==> src/rtl/booth_multiplier_seq.sv <==
// Sequential radix-2 Booth multiplier: one Booth step per clock over WIDTH+1 iterations,
// handling signed and unsigned operands by extending both to WIDTH+1 bits on acceptance.
module booth_multiplier_seq #(
   parameter int WIDTH = 9
) (
   input  logic                 Clk,
   input  logic                 Reset_n,
   input  logic                 Start,
   input  logic                 Signed_Mode,
   input  logic [WIDTH-1:0]     Data_A,
   input  logic [WIDTH-1:0]     Data_B,
   output logic                 Busy,
   output logic                 Done,
   output logic [2*WIDTH-1:0]   Product
);

   localparam int XW    = WIDTH + 1;
   localparam int CNT_W = $clog2(WIDTH + 2);

   typedef enum logic [1:0] {IDLE, CALC, DONE} state_t;

   state_t                  state, state_next;
   logic signed [XW-1:0]    acc, mcand, acc_sum, acc_shift;
   logic [XW-1:0]           q, q_shift, a_ext;
   logic signed [XW-1:0]    b_ext;
   logic                    q_m1, q_m1_shift;
   logic [CNT_W-1:0]        count;
   logic                    last_iter;

   // Add/subtract selected by the Booth pair {Q0, Q_-1}; wraps modulo 2^(WIDTH+1).
   function automatic logic signed [XW-1:0] booth_add(
      input logic signed [XW-1:0] a,
      input logic signed [XW-1:0] m,
      input logic [1:0]           pair
   );
      case (pair)
         2'b01:   return a + m;
         2'b10:   return a + (~m) + XW'(1);
         default: return a;
      endcase
   endfunction

   assign a_ext = Signed_Mode ? {Data_A[WIDTH-1], Data_A} : {1'b0, Data_A};
   assign b_ext = Signed_Mode ? {Data_B[WIDTH-1], Data_B} : {1'b0, Data_B};

   assign acc_sum    = booth_add(acc, mcand, {q[0], q_m1});
   assign acc_shift  = {acc_sum[XW-1], acc_sum[XW-1:1]};
   assign q_shift    = {acc_sum[0], q[XW-1:1]};
   assign q_m1_shift = q[0];
   assign last_iter  = (count == CNT_W'(1));

   assign Busy = (state != IDLE);
   assign Done = (state == DONE);

   always_ff @(posedge Clk or negedge Reset_n) begin
      if (!Reset_n) begin
         state <= IDLE;
      end else begin
         state <= state_next;
      end
   end

   always_comb begin
      state_next = state;
      case (state)
         IDLE:    if (Start) state_next = CALC;
         CALC:    if (last_iter) state_next = DONE;
         DONE:    state_next = IDLE;
         default: state_next = IDLE;
      endcase
   end

   always_ff @(posedge Clk or negedge Reset_n) begin
      if (!Reset_n) begin
         acc     <= '0;
         mcand   <= '0;
         q       <= '0;
         q_m1    <= 1'b0;
         count   <= '0;
         Product <= '0;
      end else begin
         case (state)
            IDLE: begin
               if (Start) begin
                  acc   <= '0;
                  q     <= a_ext;
                  mcand <= b_ext;
                  q_m1  <= 1'b0;
                  count <= CNT_W'(XW);
               end
            end
            CALC: begin
               acc   <= acc_shift;
               q     <= q_shift;
               q_m1  <= q_m1_shift;
               count <= count - CNT_W'(1);
               // The final shift result goes straight to Product on the completion edge.
               if (last_iter) begin
                  Product <= {acc_shift[WIDTH-2:0], q_shift};
               end
            end
            default: ;
         endcase
      end
   end

endmodule

==> config.mk <==
export PLATFORM = sky130hd
export DESIGN_NAME = booth_multiplier_seq
export DESIGN_NICKNAME = d
export VERILOG_FILES = /design/src/rtl/booth_multiplier_seq.sv
export SDC_FILE = /design/constraint.sdc
export NUM_CORES = 1
export LEC_CHECK = 0
export CAP_MARGIN = 20
export CORE_MARGIN = 2
export CORE_UTILIZATION = 55
export DETAILED_ROUTE_END_ITERATION = 12
export HOLD_SLACK_MARGIN = 0.08
export PLACE_DENSITY = 0.75
export SLEW_MARGIN = 20
export SYNTH_ARGS = -nofsm -noshare
export SYNTH_HDL_FRONTEND = slang
export SYNTH_SLANG_ARGS = --single-unit
==> constraint.sdc <==
create_clock -name Clk -period 4.9 [get_ports Clk]
set_input_delay 0.49 -clock Clk [delete_from_list [all_inputs] [get_ports Clk]]
set_output_delay 0.49 -clock Clk [all_outputs]
set_load 0.05 [all_outputs]
==> impl_metrics.json <==
{
  "finalSetupViolCount": 0,
  "cts_tree": "built",
  "maxCapViolations": 0,
  "grt_pass1_wl_mm": 13.4,
  "post-route-util": 0.654,
  "wl_mm": 7.83,
  "crit_chain": "ha_1 > inv_1 > fa_1 > nor3_2 > o31a_1 > o21ai_0 > a221o_1 > a22oi_1 > o21ai_0",
  "final_nets": 447,
  "cp_num_cells": 9,
  "crit_path_max_fanout": 4,
  "rows": 28,
  "cp_top_family": "compound AO/OA/AOI/OAI gates",
  "max_slew_margin": 0.494,
  "antenna_found_initial": 0,
  "h-tree-depth": 2,
  "synthFlopType": "dfrtp_1",
  "cts_buffers": 5,
  "hold_class": "in -> async",
  "rsz0062_at_grt": "no",
  "coreArea_um2": 5820,
  "via_per_inst": 5.91,
  "use_met3": 0.0711,
  "pin_count": 42,
  "netlist_top_cells_area": "dfrtp_1, ha_1, nand2_1, o21ai_0, inv_1",
  "wire_per_inst_um": 16.4,
  "synth_seq_area_share": 0.414,
  "dp_hpwl_mm": 5.68,
  "drcViolationCount": 0,
  "grt_pass1_vias": 2776,
  "tightestPinTransition_ns": 0.757,
  "grt.total_usage": 0.263,
  "finClkSkew_ns": 0.00784,
  "grt_use_met1": 0.346,
  "critPathMaxStageDelay_ns": 0.42,
  "synth_warnings": 0,
  "cp_slowest_cell": "fa_1",
  "clock.fmax_mhz": 388,
  "critical_path.most_common_cell": "o21ai_0",
  "synth_edf_count": 0,
  "drt_iter0_markers": 198,
  "grt_max_degree": 55,
  "cts_resized": 0,
  "crit_buf_inv": 1,
  "syn-cell-area_um2": 3260,
  "cts.hold.buffers_added": 0,
  "area_growth_pct": 16.7,
  "synthesis.nets": 416,
  "clkSinkCount": 54,
  "drive_above_1_share": 0.0522,
  "yosysTopAreaCellShare": 0.414,
  "critPathArrivalTime_ns": 2.74,
  "async_reset_ff_frac": 1.00,
  "path_class": "reg -> reg",
  "die-width_um": 81.0,
  "worstSetupStartpointType": "flop",
  "clock_latency_ns": 0.31,
  "synth_area_leader_cell": "dfrtp_1",
  "ant_nets": 0,
  "die_y_um": 81.0,
  "status": "completed",
  "syn_avg_cell_area_um2": 8.82,
  "clkTransAtPathRegs_ns": 0.10,
  "endpoint_kind": "flop",
  "fin_crit_ns": 2.58,
  "grt_use_met2": 0.414,
  "tns_ns": 0,
  "rr_worst_depth": 9,
  "num_vias": 2817,
  "period_share": 0.526,
  "root_buffer": "clkbuf_8",
  "ys_ff_latch": 54,
  "firstDrtPassIters": 4,
  "syn_inst": 370,
  "overflow": 0,
  "synth_cell_types": 54,
  "grt_busiest_layer": "met2",
  "required_ns": 5.06,
  "cts_buffer_depth": 2,
  "hold_viol": 0,
  "portBuffers": 41,
  "n_antenna_cell": 0,
  "start_util": 0.561,
  "place_congestion": 0.928,
  "dieArea_um2": 6560,
  "slew_violations": 0,
  "r2r_slack_ns": 2.32,
  "cts_setup_buffers": 0
}
[Yosys cell counts (4+ instances only)]
cell and count:
a211oi_1 5, a21oi_1 10, a221o_1 4, a22oi_1 9
buf_2 4, clkbuf_1 15, dfrtp_1 54, ha_1 22
inv_1 25, nand2_1 73, nand2b_1 6, nand3_1 16
nor2_1 13, nor2b_1 8, nor3_1 5, o211ai_1 4
o21ai_0 31, o31ai_1 9, or4_1 4
[kinds of logic after synthesis]
logic type | after synthesis | synth area share
and+or+nand+nor | 140 | 0.201
AOI/OAI and AO/OA | 97 | 0.207
DFF | 54 | 0.414
buffers and inverters | 48 | 0.0602
adders and majority gates | 24 | 0.0967
muxes | 4 | 0.0127
xor gates and xnor gates | 3 | 0.00806
[path summary, 6_finish.rpt]
path / to / startpoint
setup / recovery: Product[17] / mcand[0]
hold / removal: count[0] / Reset_n
setup reg to reg: Product[17] / mcand[0]
hold reg to reg: Product[3] / Product[3]
max in group asynchronous: Product[2] / Reset_n
min in group Clk: Product[3] / Product[3]
[cell type report]
cell class | count | area [um^2]
Fill cell | 517 | 2010
Sequential cell | 54 | 1350
Multi-Input combinational cell | 268 | 1710
Inverter | 27 | 101
Tap cell | 75 | 93.8
Timing Repair Buffer | 45 | 435
Clock inverter | 2 | 37.5
Clock buffer | 6 | 72.6
[layer usage]
metal  wire (um)  vias up
met5           0        -
met4         164        0
met3         557       19
met2        3690       88
met1        3420     1351
li1            -     1359
[flip-flops by register name (all words and copies together) (netlist names)]
signal	count
mcand	10
q	10
q_m1	1
count	4
acc	9
state	2
Product	18
[per-stage QoR]
step                      worst slack [ns]  std cells  instance area, um^2  hold WS [ns]
after floorplan                       2.72        370                 3260         0.194
after detailed placement              2.36        469                 3700         0.464
final                                 2.32        477                 3810         0.290
after global placement                2.39        469                 3700         0.465
after CTS                             2.35        477                 3810         0.311
after global routing                  2.15        477                 3810         0.359
[placed cells by master (no fill, tap or decap), types with 8 or more instances in the layout]
master,netlist,layout
o21ai_0,31,31
a21oi_1,10,10
nand2_1,73,73
nor2b_1,8,8
o31ai_1,9,9
inv_1,25,25
a22oi_1,9,9
nor2_1,13,13
nand3_1,16,16
ha_1,22,22
dfrtp_1,54,54
clkdlybuf4s50_1,0,40
Power is not shown: default switching activity piles up to over one toggle a cycle in this logic, so the estimate is an artifact.
